===== src/rtl/fighter_pkg.sv =====
// rtl/fighter_pkg.sv - shared encodings and position clamp for the fighter controller
package fighter_pkg;

    typedef enum logic [3:0] {
        ST_IDLE    = 4'd0,
        ST_FWD     = 4'd1,
        ST_BACK    = 4'd2,
        ST_B_START = 4'd3,
        ST_B_ACT   = 4'd4,
        ST_B_REC   = 4'd5,
        ST_D_START = 4'd6,
        ST_D_ACT   = 4'd7,
        ST_D_REC   = 4'd8,
        ST_HSTUN   = 4'd9,
        ST_BSTUN   = 4'd10
    } fighter_state_e;

    localparam logic [1:0] HIT_BASIC = 2'b01;
    localparam logic [1:0] HIT_DIR   = 2'b10;

    // Signed candidate position limited to the legal stage range; never wraps.
    function automatic logic [9:0] clamp_x(input logic signed [10:0] x,
                                           input logic [9:0] lo,
                                           input logic [9:0] hi);
        logic signed [10:0] lo_s;
        logic signed [10:0] hi_s;
        lo_s = signed'({1'b0, lo});
        hi_s = signed'({1'b0, hi});
        if (x < lo_s) begin
            return lo;
        end
        if (x > hi_s) begin
            return hi;
        end
        return x[9:0];
    endfunction

endpackage


===== src/rtl/frame_timer.sv =====
// rtl/frame_timer.sv - per-state saturating frame counter with terminal compare
module frame_timer (
    input  logic       clk,
    input  logic       rst,
    input  logic       en,
    input  logic       clr,
    input  logic [4:0] dur,
    output logic [4:0] count,
    output logic       done
);
    logic [4:0] count_q;
    logic [4:0] count_d;

    // Clear on a state change, otherwise count frames up to 31 and stick there
    always_comb begin
        count_d = count_q;
        if (en) begin
            if (clr) begin
                count_d = 5'd0;
            end else if (count_q != 5'd31) begin
                count_d = count_q + 5'd1;
            end
        end
    end

    // Counter register
    always_ff @(posedge clk) begin
        if (!rst) begin
            count_q <= 5'd0;
        end else begin
            count_q <= count_d;
        end
    end

    // Last frame of a timed state of length dur
    assign done  = (count_q == dur - 5'd1);
    assign count = count_q;

endmodule


===== src/rtl/fighter_fsm.sv =====
// rtl/fighter_fsm.sv - per-player movement/attack/stun controller
module fighter_fsm
    import fighter_pkg::*;
#(
    parameter int SIDE       = 0,
    parameter int X_INIT     = 100,
    parameter int X_MIN      = 10,
    parameter int X_MAX      = 517,
    parameter int SPD_FWD    = 3,
    parameter int SPD_BACK   = 2,
    parameter int B_STARTUP  = 5,
    parameter int B_ACTIVE   = 2,
    parameter int B_RECOV    = 16,
    parameter int D_STARTUP  = 4,
    parameter int D_ACTIVE   = 3,
    parameter int D_RECOV    = 15,
    parameter int HSTUN_B    = 15,
    parameter int HSTUN_D    = 14,
    parameter int BSTUN_B    = 13,
    parameter int BSTUN_D    = 12,
    parameter int KNOCKBACK  = 8,
    parameter int BLOCK_PUSH = 4
) (
    input  logic       clk,
    input  logic       rst,
    input  logic       frame_tick,
    input  logic       left,
    input  logic       right,
    input  logic       attack,
    input  logic [1:0] hit_flag,
    input  logic [2:0] block_cnt,
    output logic [9:0] posx,
    output logic [3:0] state,
    output logic [4:0] state_frames,
    output logic       atk_active,
    output logic       atk_kind,
    output logic       block_used,
    output logic       got_hit
);
    // Signed per-frame displacements, mirrored by SIDE
    localparam logic signed [10:0] STEP_FWD   = 11'(SIDE == 0 ? SPD_FWD : -SPD_FWD);
    localparam logic signed [10:0] STEP_BACK  = 11'(SIDE == 0 ? -SPD_BACK : SPD_BACK);
    localparam logic signed [10:0] STEP_KNOCK = 11'(SIDE == 0 ? -KNOCKBACK : KNOCKBACK);
    localparam logic signed [10:0] STEP_PUSH  = 11'(SIDE == 0 ? -BLOCK_PUSH : BLOCK_PUSH);
    localparam logic [9:0]         LO         = 10'(X_MIN);
    localparam logic [9:0]         HI         = 10'(X_MAX);

    fighter_state_e     state_q, state_d, dir_state;
    logic [9:0]         posx_q, posx_d;
    logic [4:0]         stun_len_q, stun_len_d, dur;
    logic               got_hit_q, got_hit_d, block_used_q, block_used_d;
    logic               fwd_in, back_in, hit_any, hittable, phase_done;
    logic signed [10:0] pos_s;

    assign pos_s   = signed'({1'b0, posx_q});
    assign back_in = (SIDE == 0) ? left : right;
    assign fwd_in  = ((SIDE == 0) ? right : left) & ~(left & right);

    // Length of the current timed state; stuns use the length latched on entry
    always_comb begin
        dur = 5'd0;
        case (state_q)
            ST_B_START:         dur = 5'(B_STARTUP);
            ST_B_ACT:           dur = 5'(B_ACTIVE);
            ST_B_REC:           dur = 5'(B_RECOV);
            ST_D_START:         dur = 5'(D_STARTUP);
            ST_D_ACT:           dur = 5'(D_ACTIVE);
            ST_D_REC:           dur = 5'(D_RECOV);
            ST_HSTUN, ST_BSTUN: dur = stun_len_q;
            default:            dur = 5'd0;
        endcase
    end

    // Next state, position and pulses; hits take priority over free choice
    always_comb begin
        state_d      = state_q;
        posx_d       = posx_q;
        stun_len_d   = stun_len_q;
        got_hit_d    = 1'b0;
        block_used_d = 1'b0;
        dir_state    = fwd_in ? ST_FWD : (back_in ? ST_BACK : ST_IDLE);
        hit_any      = (hit_flag == HIT_BASIC) || (hit_flag == HIT_DIR);
        hittable     = state_q inside {ST_IDLE, ST_FWD, ST_BACK, ST_B_START, ST_B_ACT,
                                       ST_B_REC, ST_D_START, ST_D_ACT, ST_D_REC};
        if (frame_tick) begin
            if (hit_any && hittable) begin
                if (state_q == ST_BACK && block_cnt != 3'd0) begin
                    state_d      = ST_BSTUN;
                    stun_len_d   = (hit_flag == HIT_DIR) ? 5'(BSTUN_D) : 5'(BSTUN_B);
                    posx_d       = clamp_x(pos_s + STEP_PUSH, LO, HI);
                    block_used_d = 1'b1;
                end else begin
                    state_d    = ST_HSTUN;
                    stun_len_d = (hit_flag == HIT_DIR) ? 5'(HSTUN_D) : 5'(HSTUN_B);
                    posx_d     = clamp_x(pos_s + STEP_KNOCK, LO, HI);
                    got_hit_d  = 1'b1;
                end
            end else begin
                case (state_q)
                    ST_IDLE: state_d = attack ? ST_B_START : dir_state;
                    ST_FWD: begin
                        state_d = attack ? ST_D_START : dir_state;
                        posx_d  = clamp_x(pos_s + STEP_FWD, LO, HI);
                    end
                    ST_BACK: begin
                        state_d = attack ? ST_D_START : dir_state;
                        posx_d  = clamp_x(pos_s + STEP_BACK, LO, HI);
                    end
                    ST_B_START: if (phase_done) state_d = ST_B_ACT;
                    ST_B_ACT:   if (phase_done) state_d = ST_B_REC;
                    ST_D_START: if (phase_done) state_d = ST_D_ACT;
                    ST_D_ACT:   if (phase_done) state_d = ST_D_REC;
                    ST_B_REC, ST_D_REC, ST_HSTUN, ST_BSTUN:
                        if (phase_done) state_d = attack ? ST_B_START : dir_state;
                    default:    state_d = ST_IDLE;
                endcase
            end
        end
    end

    // State, position, latched stun length and registered pulses
    always_ff @(posedge clk) begin
        if (!rst) begin
            state_q      <= ST_IDLE;
            posx_q       <= 10'(X_INIT);
            stun_len_q   <= 5'd0;
            got_hit_q    <= 1'b0;
            block_used_q <= 1'b0;
        end else begin
            state_q      <= state_d;
            posx_q       <= posx_d;
            stun_len_q   <= stun_len_d;
            got_hit_q    <= got_hit_d;
            block_used_q <= block_used_d;
        end
    end

    frame_timer u_timer (
        .clk   (clk),
        .rst   (rst),
        .en    (frame_tick),
        .clr   (state_d != state_q),
        .dur   (dur),
        .count (state_frames),
        .done  (phase_done)
    );

    assign posx       = posx_q;
    assign state      = state_q;
    assign atk_active = (state_q == ST_B_ACT) || (state_q == ST_D_ACT);
    assign atk_kind   = (state_q == ST_D_ACT);
    assign got_hit    = got_hit_q;
    assign block_used = block_used_q;

endmodule

===== config.mk =====
export PLATFORM = sky130hd
export DESIGN_NAME = fighter_fsm
export DESIGN_NICKNAME = d
export VERILOG_FILES = /design/src/rtl/fighter_pkg.sv /design/src/rtl/frame_timer.sv /design/src/rtl/fighter_fsm.sv
export SDC_FILE = /design/constraint.sdc
export NUM_CORES = 1
export LEC_CHECK = 0
export CORE_MARGIN = 3
export CORE_UTILIZATION = 32
export DETAILED_ROUTE_END_ITERATION = 10
export HOLD_SLACK_MARGIN = 0.02
export PLACE_DENSITY = 0.6
export SETUP_SLACK_MARGIN = 0.02
export SLEW_MARGIN = 20
export SYNTH_ARGS = -nofsm -noshare
export SYNTH_HDL_FRONTEND = slang
export SYNTH_SLANG_ARGS = --single-unit

===== constraint.sdc =====
create_clock -name clk -period 5.1 [get_ports clk]
set_input_delay 0.51 -clock clk [delete_from_list [all_inputs] [get_ports clk]]
set_output_delay 0.51 -clock clk [all_outputs]
set_load 0.02 [all_outputs]

==> run summary, run 1 <==
The I/O pin count came out at 34. The routability congestion estimate from global placement came out at 0.957. The run finished with clean final reports.

Clock skew on the completed layout was measured at 0.00162 ns. Setup total negative slack on the finished layout was measured at 0 ns. The multiplexer fraction of the synthesized cell area came out at less than 1%. The highest achievable clock rate came out at 0.259 GHz.

The hold-critical path endpoint is stun_len_q[2]$_SDFFE_PN0P_. The data required time of the worst path came out at 5.28 ns. The overall power consumption is just under 1 mW. The worst hold path depth is 2. Summing over every cut layer, the via total after detailed routing is 3719.

Along the worst path, the maximum fanout reaches 11. By area the synthesized netlist is led by dfxtp_1 15%, ha_1 8.9%, nor2_1 5.7%, a21oi_1 5.2%, o21ai_0 4.9%. The total number of placement rows came out at 36.

The number of DRC markers after the initial detailed-route iteration came out at 333. Clock tree synthesis inserted a total of 3 buffers. The total number of nets in the final design came out at 513. Sorting the synthesized cells by how often they occur yields 49 x nor2_1, 42 x nand2_1, 34 x a21oi_1, 32 x o21ai_0, 24 x dfxtp_1.

The arrival time of the worst setup path came out at just over 4 ns. The worst-skew pair later-pin latency came out at 0.28 ns. The distinct cell type count of the synthesized netlist is 74. In the routed design, unresolved DRC markers number 0. In this run the deepest clock path goes through 2 buffers. The number of global-route vias before repair came to 3424. In the final routed layout, each cell accounts on average for 17.8 um.

The hold buffer count at cts came out at 0. The number of cells on the worst reg-to-reg path is 10. The count of buffers inserted at the top-level ports is 33. The Yosys step of the flow raised 0 warnings.

The flip-flop and latch count after synthesis is 24. The share of the clock period used by the worst path came out at 75.8%. The area inside the core boundary is 9820 um^2. The worst register-to-register path ends at posx[7]$_SDFFE_PN0P_. The final setup violation count is 0. The number of diodes is 0. The number of flops mapped to enable cells by yosys is 0.

The dominant register cell in the synthesized netlist is dfxtp_1. The minimum clock period after layout is 3.87 ns. From left edge to right edge, the die measures ~110 um.

After clock tree synthesis, the clock-pin slew on the worst setup and hold paths is around 0.1 ns. The effective utilization at floorplan came out at between 30% and 40%. In this run the tightest slew margin relative to its limit is 33.0%. Setup slack on the worst reg-to-reg path comes out at 1.23 ns. The final number of max-transition violations is 0. Setup repair after global routing left no endpoint under its margin. The die height is 107 um. The share of the synthesized area in the top cell type came out at 14.8%. The classification of the worst-slack hold path is register to register. By area, the combinational part of the netlist is dominated by compound AO/OA/AOI/OAI gates. Averaged over all synthesized cells, the footprint is 7.02 um^2. The pin count of the biggest net entering global routing came out at 31.

The startpoint of the lowest-slack register-to-register path is posx[2]$_SDFFE_PN1P_. The slew of the pin with the lowest slew margin is between 1 and 1.5 ns. The global-route wire length before repair is between 15000 and 20000 um. The cell at the root of the clock tree is clkbuf_8.

The synthesized netlist devotes 6.74% of its cell area to XOR and XNOR gates. STA classifies the critical path startpoint as a register. The hold violation count in the final report is 0. Using the TritonRoute via totals, the vias-per-cell ratio works out to 6.09. The type of destination of the critical path is a register. The number of antenna violations at the first check in global routing came out at 0. Across every metal layer, demand over resource in global routing totals 18.9%.

The fraction of registers with async set or reset after synthesis came out at 0%. The mapped cell area is about 3200 um^2. After legalization and detailed placement, the total HPWL measured 7970 um. TritonCTS built the clock tree.

The source of the worst hold timing path is stun_len_q[2]$_SDFFE_PN0P_. The cell type with the largest total area after synthesis is dfxtp_1. The net count after synthesis is 497.

In this run the static leakage power is 1.35 nW. The most frequently used cell type in the post-synthesis netlist is nor2_1. The routed wire length came out at around 11000 um. The compound-gate portion of the synthesized area is 33.2%.

The post-synthesis share of cell area spent on and, or, nand and nor gates came out at 30.0%. The number of gates given a new drive strength after cts is 0. The residual overflow from global routing is 0. The power density normalized to cell area is ~260 nW/um^2. The instance count of the mapped netlist came out at 463.

The count of clock tree sinks came out at 24. The worst IR drop on VDD is 0.000145 V. The share of layout cells above drive strength 1 came out at between 4 and 5%. The area added between synthesis and finish came out at 15.1%.

The register area share after synthesis came out at between 10% and 20%. The count of max-cap constraint violations came out at 0. Before antenna repair, the detailed router went through 5 iterations. Once detail routing completed, the nets flagged for antenna violations numbered 0. The startpoint-to-endpoint class of the critical path is register to register. The area of the die came out at ~11000 um^2. Once the clock tree was built, the setup fixing pass inserted 0 buffers. The number of H-tree branching levels came out at 1. The share of synthesized cell area in full adder, half adder and majority cells is 8.86%.
cell usage in the layout (no fill, tap or decap), types with 3 or more instances in the layout:
master           count
a211oi_1             7
a21boi_0             5
a21o_1               3
a21oi_1             34
a22oi_1              3
a31oi_1             10
and3_1               7
buf_4                4
clkbuf_8             3
clkdlybuf4s50_1     33
dfxtp_1             24
ha_1                23
inv_1               19
nand2_1             42
nand2b_1            12
nand3_1             20
nand3b_1             4
nand4_1              7
nor2_1              49
nor2b_1              7
nor3_1              13
nor4_1               3
nor4b_1              3
o211ai_1             7
o21a_1               6
o21ai_0             32
o221ai_1             3
o22ai_1              4
o31a_1               3
o31ai_1              7
o32a_1               3
or3_1                4
xnor2_1             18
xor2_1               7
metal layers:
metal / wire length [um] / up-vias / global-route usage [%]
li1: - / 1763 / -
met1: 5030 / 1754 / 27.0
met2: 4770 / 175 / 28.4
met3: 779 / 27 / 3.31
met4: 312 / 0 / 6.85
met5: 0 / - / 0
critical path, cell delays in order, from the launching register on:
cell and delay (ns):
dfxtp_1 0.47, inv_1 0.36, ha_1 0.29, nor3b_1 0.82, nand2_1 0.23, o21ai_0 0.51
a21oi_1 0.16, a41oi_1 0.32, o211ai_1 0.14, a32o_1 0.25, o221a_1 0.21
stage by stage:
| stage | cell area [um^2] | setup WS [ns] | hold slack, ns | cells | utilization, % |
|---|---|---|---|---|---|
| 6_report | 3740 | 1.23 | 0.517 | 611 | 38.1 |
| 5_1_grt | 3740 | 0.945 | 0.558 | 611 | 38.1 |
| 4_1_cts | 3740 | 1.29 | 0.516 | 611 | 38.1 |
| 3_5_place_dp | 3670 | 1.30 | 0.500 | 607 | 37.3 |
| 3_3_place_gp | 3670 | 1.36 | 0.493 | 607 | 37.3 |
| 2_1_floorplan | 3250 | 1.66 | 0.457 | 463 | - |
registers in the layout, summed over array words and instances, names as in the netlist:
signal         count
got_hit            1
posx              10
state              4
block_used         1
u_timer.count      5
stun_len_q         3
how the worst max path moves through the flow:
| stage | start | endpoint | cells after the start |
|---|---|---|---|
| after CTS | posx[2]$_SDFFE_PN1P_ | posx[7]$_SDFFE_PN0P_ | 10 |
| after global routing | posx[2]$_SDFFE_PN1P_ | posx[7]$_SDFFE_PN0P_ | 10 |
| after detailed placement | posx[2]$_SDFFE_PN1P_ | posx[7]$_SDFFE_PN0P_ | 10 |
| after global placement | posx[2]$_SDFFE_PN1P_ | posx[7]$_SDFFE_PN0P_ | 10 |
| final | posx[2]$_SDFFE_PN1P_ | posx[7]$_SDFFE_PN0P_ | 10 |
| after floorplan | state[1]$_SDFF_PN0_ | u_timer.count[0]$_SDFFE_PN0P_ | 15 |
report_power, final:
part	internal, mW	switching (mW)
registers	0.205	0.0744
logic	0.212	0.317
clock network	0.105	0.0737
cell families after synthesis:
group           count (synthesis)
simple gates                  187
compound gates                156
buf+inv                        45
xor+xnor                       25
flops                          24
fa+ha+maj                      23
mux                             3
final cells by class:
type,instances,area (um^2)
well taps,133,166
inverters,19,71.3
clock buffers,3,41.3
clock inverters,1,30.0
multi-input cells,394,2590
flip-flops and latches,24,480
fillers,1065,6080
repair buffers,37,360
No activity file was read; power rests on OpenSTA's default activity.
==> run 2: changes to the inputs <==
==> constraint.sdc (replaced) <==
create_clock -name clk -period 3.6 [get_ports clk]
set_input_delay 0.36 -clock clk [delete_from_list [all_inputs] [get_ports clk]]
set_output_delay 0.36 -clock clk [all_outputs]
set_load 0.02 [all_outputs]
==> run summary, run 2 (same netlist as run 1, synthesis figures left out) <==
The number of DRC markers after the initial detailed-route iteration is 344 (+3.3%). The clock slew at the register clock pins of the worst setup and hold paths is 0.10 ns (about the same). The DRC violation count after routing is 0 (unchanged). The number of gates given a new drive strength after cts came out at 0 (unchanged). The final number of max-transition violations came out at 0 (unchanged).

The hold buffer count at cts came out at 0 (unchanged). The headroom to the max-slew limit came out at 52.1% (+19 points). The multi-input combinational cell area came out at 2590 um^2 (+0.24%). The pin count of the biggest net entering global routing came out at 26 (-16%). The standby leakage power came out at 1.44 nW (+7.1%). The die outline width came out at 107 um (unchanged). Compared with the post-synthesis result, the final layout area differs by 19.7%. The area of the die came out at 11400 um^2 (unchanged). The library cell used most frequently in the layout, excluding fill and tap cells, is nor2_1. The ratio of routed vias to standard cells came out at 6.08 (-0.12%). The highest achievable clock rate is 0.320 GHz (+24%).

The routed wire length is 10900 um (+0.33%). The worst-skew pair later-pin latency is 0.28 ns (about the same). The worst setup skew after layout came out at 0.00249 ns (+0.000874 ns). The worst IR drop on VDD was 0.000180 V (+24%). STA classifies the critical path startpoint as a register. The largest stage delay on the critical path came to 0.48 ns (-0.34 ns). The largest buffer count on any clock path is 2 (unchanged).

In this run the most critical hold path is launched from stun_len_q[2]$_SDFFE_PN0P_. The share of the clock period used by the worst path came out at 86.9% (+11 points). The count of max-cap constraint violations is 0 (unchanged). The data required time of the worst path was 3.77 ns (-1.51 ns). The total of fill cells in the finished design came out at 1052 (-1.2%). The area inside the core boundary came out at 9820 um^2 (unchanged). The total via count in the routed design is 3830 (+3.0%). The signal on the critical path passes through nand2b_1, nand2_1, nor2_1, nor2_1, ha_1, xor2_1, o31ai_1, a41oi_1, o221a_2, nand3_1, a21o_1, o211ai_1, nor2_1. The number of optimization iterations in the first detailed-route pass came to 5 (unchanged). The slowest library cell on the worst path is dfxtp_1. The arrival time of the worst setup path came out at 3.29 ns (-0.75 ns). The minimum clock period after layout is 3.13 ns (-0.739 ns). The family with the most delay on the worst path is compound AO/OA/AOI/OAI gates. The amount of wire on met3 after detailed routing came out at 1150 um (+47%).

The final design utilization came out at 39.6% (+1.5 points). The post-CTS setup-driven buffer insertion count came out at 0 (unchanged). The routed length on met2 was 4620 um (-3.1%). The wire length per cell came out at 17.3 um (-2.7%). The placed wire-length estimate after detailed placement came out at 8360 um (+5.0%). Routed signal wires occupy layers up through met4. The register area is 482 um^2 (+0.26%).

The count of buffers inserted at the top-level ports is 33 (unchanged). The share of layout cells above drive strength 1 came out at 8.25% (+4.1 points). The remaining antenna violation count is 0 (unchanged). The number of flip-flops in the largest register is 10 (unchanged).

The met1 layer wirelength in the final routing came to 4840 um (-3.8%). The slew of the pin with the lowest slew margin is 0.714 ns (-0.290 ns). The setup TNS after final layout is 0 ns (unchanged). The final setup violation count came to 0 (unchanged). Setup repair after global routing left no endpoint under its margin.

The total global-route track usage is 19.4% (+0.47 points). The effective utilization at floorplan came out at 33.1% (unchanged). The total number of placement rows is 36 (unchanged). The flow ran to the end, and the final reports show no timing, DRC or antenna violations.

The total number of nets in the final design is 532 (+3.7%). The die height is 107 um (unchanged). The number of diodes came out at 0 (unchanged). The number of global-route vias before repair came out at 3533 (+3.2%). Leaving out fill and tap cells, the most frequent cells in the layout are 49 x nor2_1, 42 x nand2_1, 34 x a21oi_1, 33 x clkdlybuf4s50_1, 32 x o21ai_0. The I/O pin count is 34 (unchanged). The maximum net fanout on the critical path is 10 (-1). The classification of the worst-slack hold path is register to register. TritonCTS built the clock tree.

The routability congestion estimate from global placement is 0.995 (+4.0%). The number of cells on the worst reg-to-reg path is 13 (+3). The residual overflow from global routing is 0 (unchanged). The endpoint identified for the worst register-to-register timing path is u_timer.count[4]$_SDFFE_PN0P_. The worst hold path terminates at stun_len_q[2]$_SDFFE_PN0P_.

The number of antenna violations at the first check in global routing was 0 (unchanged). The power density normalized to cell area came to 372 nW/um^2 (+41%). The type of destination of the critical path is a register. The hold violation count in the final report is 0 (unchanged). The buffering stage count on the worst path with inverters included came out at 0 (-1).

The count of clock tree sinks came out at 24 (unchanged). The setup path with the least slack is of type register to register. The worst hold path depth came out at 2 (unchanged). The most used cell along the critical path is nor2_1. The cell at the root of the clock tree is clkbuf_8. The number of buffers created by CTS was 3 (unchanged). The worst register-to-register path begins at state[1]$_SDFF_PN0_. The number of H-tree branching levels came out at 1 (unchanged). The global-route wire length before repair came to 18300 um (+3.2%). The reg2reg setup slack came out at 0.47 ns (-0.76 ns).
## run 2: changes by cell type in the layout (fill, tap and decap cells not counted), sizes merged
| cell | change |
|---|---|
| buf | +19 |
## run 2: how the worst max path moves through the flow
stage | start | to | slack [ns] | cells past startpoint
after detailed placement | posx[2]$_SDFFE_PN1P_ | posx[7]$_SDFFE_PN0P_ | 0.25 | 10
final | state[1]$_SDFF_PN0_ | u_timer.count[4]$_SDFFE_PN0P_ | 0.47 | 13
after global placement | posx[2]$_SDFFE_PN1P_ | posx[7]$_SDFFE_PN0P_ | 0.20 | 10
after global routing | state[1]$_SDFF_PN0_ | u_timer.count[3]$_SDFFE_PN0P_ | 0.06 | 12
after CTS | posx[2]$_SDFFE_PN1P_ | posx[7]$_SDFFE_PN0P_ | 0.22 | 10
after floorplan | state[1]$_SDFF_PN0_ | u_timer.count[0]$_SDFFE_PN0P_ | 0.16 | 15
## run 2: metrics by stage
step / setup slack, ns / power (mW) / area (um^2) / hold WS (ns) / instances
2_1_floorplan: 0.156 / 0.905 / 3250 / 0.457 / 463
3_3_place_gp: 0.199 / 1.18 / 3810 / 0.506 / 626
3_5_place_dp: 0.249 / 1.17 / 3810 / 0.508 / 626
4_1_cts: 0.217 / 1.43 / 3880 / 0.523 / 630
5_1_grt: 0.0573 / 1.54 / 3890 / 0.551 / 630
6_report: 0.472 / 1.45 / 3890 / 0.520 / 630
## run 2: final cells by class
| class | instances | area share [%] |
|---|---|---|
| Sequential cell | 24 | 12.4 |
| Clock inverter | 1 | 0.772 |
| Inverter | 19 | 1.83 |
| Clock buffer | 3 | 1.06 |
| Tap cell | 133 | 4.28 |
| Multi-Input combinational cell | 394 | 66.7 |
| Timing Repair Buffer | 56 | 12.9 |
## run 2: routing by layer
layer | track usage [%] | vias up
li1 | - | 1797
met1 | 27.6 | 1754
met2 | 28.8 | 243
met3 | 4.33 | 36
met4 | 6.21 | 0
met5 | 0 | -
## run 2: where the power goes
part / switching [mW] / internal, mW / total, mW
Combinational: 0.511 / 0.333 / 0.845
Sequential: 0.0544 / 0.292 / 0.346
Clock: 0.105 / 0.149 / 0.254
## run 2: tightest hold or removal path: stages, from the launching register on
cell,delay [ns]
dfxtp_1,0.34
nor2_1,0.10
nor2_1,0.04
==> run 3: changes to the inputs <==
--- a/config.mk
+++ b/config.mk
@@ -8,6 +8,7 @@
 export CORE_MARGIN = 3
 export CORE_UTILIZATION = 32
 export DETAILED_ROUTE_END_ITERATION = 10
+export GPL_TIMING_DRIVEN = 0
 export HOLD_SLACK_MARGIN = 0.02
 export PLACE_DENSITY = 0.6
 export SETUP_SLACK_MARGIN = 0.02
==> run summary, run 3 (same netlist as run 1, synthesis figures left out) <==
The flow ran to the end, and the final reports show no timing, DRC or antenna violations. The number of antenna violations at the first check in global routing came out at 0 (unchanged). The standby leakage power came to 1.40 nW (-3.0%). The number of flip-flops in the largest register is 10 (unchanged). The number of DRC markers after the initial detailed-route iteration came out at 316 (-8.1%). The pre-CTS setup slack was -0.0992 ns (-0.348 ns). The number of cells on the worst reg-to-reg path is 14 (+1).

The clock slew at the register clock pins of the worst setup and hold paths was 0.10 ns (about the same). The wire length per cell is 18.3 um (+5.8%). The fraction of power spent switching nets came out at 47.4% (+0.94 points). The number of diodes came out at 0 (unchanged). The net switching power of the design is 0.684 mW (+1.9%). The total number of placement rows is 36 (unchanged). The area of the die came out at 11400 um^2 (unchanged). The buffering stage count on the worst path with inverters included came to 2 (+2). The critical path is of the register to register type. The signal on the critical path passes through buf_2, clkbuf_2, nand2b_1, nand2_1, nor2_1, nor2_1, ha_1, o21a_1, a21oi_1, nor4b_2, nand3_2, a221o_1, a21oi_1, o32ai_1.

In the layout the commonest cells are 49 x nor2_1, 42 x nand2_1, 33 x a21oi_1, 32 x clkdlybuf4s50_1, 30 x o21ai_0. The family with the most delay on the worst path is simple AND/OR/NAND/NOR gates. The number of optimization iterations in the first detailed-route pass is 5 (unchanged). The total number of nets in the final design was 534 (+0.38%). The slowest library cell on the worst path is dfxtp_1. TritonCTS built the clock tree. The worst IR drop on VDD is 0.000239 V (+33%). The final worst slack came to 0.217 ns (-0.255 ns). The count of buffers inserted at the top-level ports came to 32 (-3.0%). The clock share of power is 17.5% (about the same). The count of clock tree sinks is 24 (unchanged).

The remaining antenna violation count came out at 0 (unchanged). The largest buffer count on any clock path is 2 (unchanged). The maximum net fanout on the critical path came out at 10 (unchanged). The final setup violation count was 0 (unchanged). The hold violation count in the final report is 0 (unchanged). The cell-internal power was 0.759 mW (-1.9%).

The ratio of routed vias to standard cells came to 6.00 (-1.3%). Setup repair after global routing left no endpoint under its margin. The worst setup skew after layout came out at 0.00417 ns (+0.00168 ns). The area added between synthesis and finish is 19.2%.

The worst hold path depth came out at 2 (unchanged). The count of max-cap constraint violations is 0 (unchanged). The total global-route track usage was 20.3% (+0.89 points). The number of gates on the worst path with buffers counted came to 14 (+1). The final number of max-transition violations is 0 (unchanged).

The met2 routing resource usage after global routing came to 32.1% (+3.2 points). The residual overflow from global routing came out at 0 (unchanged). The tightest min-delay check is of the register to register type.

The minimum clock period after layout is 3.38 ns (+0.255 ns). The number of buffers created by CTS is 3 (unchanged). The pin count of the biggest net entering global routing was 20 (-23%). The largest stage delay on the critical path was 0.46 ns (-0.02 ns). The area inside the core boundary is 9820 um^2 (unchanged). The share of layout cells above drive strength 1 is 7.21% (-1.0 points). The share of the clock period used by the worst path is 94.0% (+7.1 points). The I/O pin count came to 34 (unchanged). The die outline width is 107 um (unchanged). The data required time of the worst path is 3.75 ns (-0.02 ns).

The worst-skew pair later-pin latency came out at 0.28 ns (about the same). The power share of the sequential group is 23.7% (-0.3 points). The power density normalized to cell area is 373 nW/um^2 (+0.23%). The count of non-filler cells in the finished layout came out at 632 (+0.32%). The overall power consumption came out at 1.44 mW (-0.16%). STA classifies the critical path startpoint as a register.

The arrival time of the worst setup path was 3.54 ns (+0.25 ns). Clock tree synthesis selected as its root buffer the cell clkbuf_8. The highest achievable clock rate came out at 0.296 GHz (-7.6%).

The effective utilization at floorplan was 33.1% (unchanged). The cell total after placement is 628 (+0.32%). The met3 track demand over resource is 2.53% (-1.8 points). The number of H-tree branching levels came to 1 (unchanged).

The share of total power in combinational logic is 58.7% (+0.2 points). The routed wire length is 11600 um (+6.2%). The die height came to 107 um (unchanged). The placed wire-length estimate after detailed placement came out at 8850 um (+5.8%). met2 is the most crowded layer.

The DRC violation count after routing came out at 0 (unchanged). The total via count in the routed design came out at 3794 (-0.94%). The slew of the pin with the lowest slew margin came to 0.813 ns (+0.0990 ns).

The number of global-route vias before repair came out at 3560 (+0.76%). The routability congestion estimate from global placement is 0.968 (-2.7%). The most common cell after layout, fill and taps aside is nor2_1. The global-route wire length before repair came out at 18700 um (+2.4%). The total of fill cells in the finished design is 1071 (+1.8%). The type of destination of the critical path is a register.

The worst hold-check slack came out at 0.512 ns (-0.00849 ns). The headroom to the max-slew limit came out at 45.4% (-6.7 points). The met1 track utilization from global routing came out at 28.8% (+1.2 points).
==> run 3: cell count changes in the layout (fill, tap and decap cells not counted), moves of 2 or more <==
cell and delta:
buf_2 +6, buf_1 +3, o31ai_2 +2, o21ai_0 -2, clkbuf_1 +14, buf_4 -21
o31ai_1 -2, o21ai_1 +2
==> run 3: path summary, 6_finish.rpt <==
path                                     end  slack, ns                        from
hold / removal    stun_len_q[2]$_SDFFE_PN0P_       0.51  stun_len_q[2]$_SDFFE_PN0P_
setup / recovery         state[2]$_SDFF_PN0_       0.22         state[0]$_SDFF_PN0_
hold reg to reg   stun_len_q[2]$_SDFFE_PN0P_       0.51  stun_len_q[2]$_SDFFE_PN0P_
setup reg to reg         state[2]$_SDFF_PN0_       0.22         state[0]$_SDFF_PN0_
==> run 3: area by class of cell <==
| cell class | count | area (um^2) | area share (%) |
|---|---|---|---|
| Sequential cell | 24 | 482 | 12.4 |
| Tap cell | 133 | 166 | 4.30 |
| Multi-Input combinational cell | 394 | 2650 | 68.4 |
| Buffer | 25 | 106 | 2.75 |
| Clock buffer | 3 | 41.3 | 1.07 |
| Timing Repair Buffer | 33 | 328 | 8.46 |
| Inverter | 19 | 71.3 | 1.84 |
| Clock inverter | 1 | 30.0 | 0.775 |
==> run 3: tightest hold or removal path, stage by stage, from the launching register on <==
cell and delay, ns:
dfxtp_1 0.34, nor2_1 0.10, nor2_1 0.04
==> run 3: through the flow <==
step           util, %  instance area, um^2  TNS, ns
6_report          39.4                 3870        0
5_1_grt           39.4                 3870        0
4_1_cts           38.8                 3810        0
3_5_place_dp      38.0                 3740   -0.510
3_3_place_gp      38.0                 3740   -0.545
2_1_floorplan        -                 3250        0
==> run 3: power by group through the flow <==
stage / clock network, mW / logic (mW) / registers, mW
floorplan: 0 / 0.549 / 0.356
global placement: 0 / 0.800 / 0.345
detailed placement: 0 / 0.800 / 0.345
CTS: 0.259 / 0.805 / 0.340
global route: 0.268 / 0.924 / 0.347
finish: 0.253 / 0.848 / 0.342
==> run 3: what timing repair did <==
item	4_1_cts	5_1_grt
resized for setup	2	13
pin swaps	0	1
setup buffers	0	1
hold buffers	0	0
endpoints found under the setup margin	7	14
==> run 3: routing by layer <==
layer  part of all wire (%)  vias to the layer above
li1                       -                     1795
met1                     45                     1795
met2                     45                      181
met3                    7.5                       23
met4                    2.8                        0
met5                      0                        -
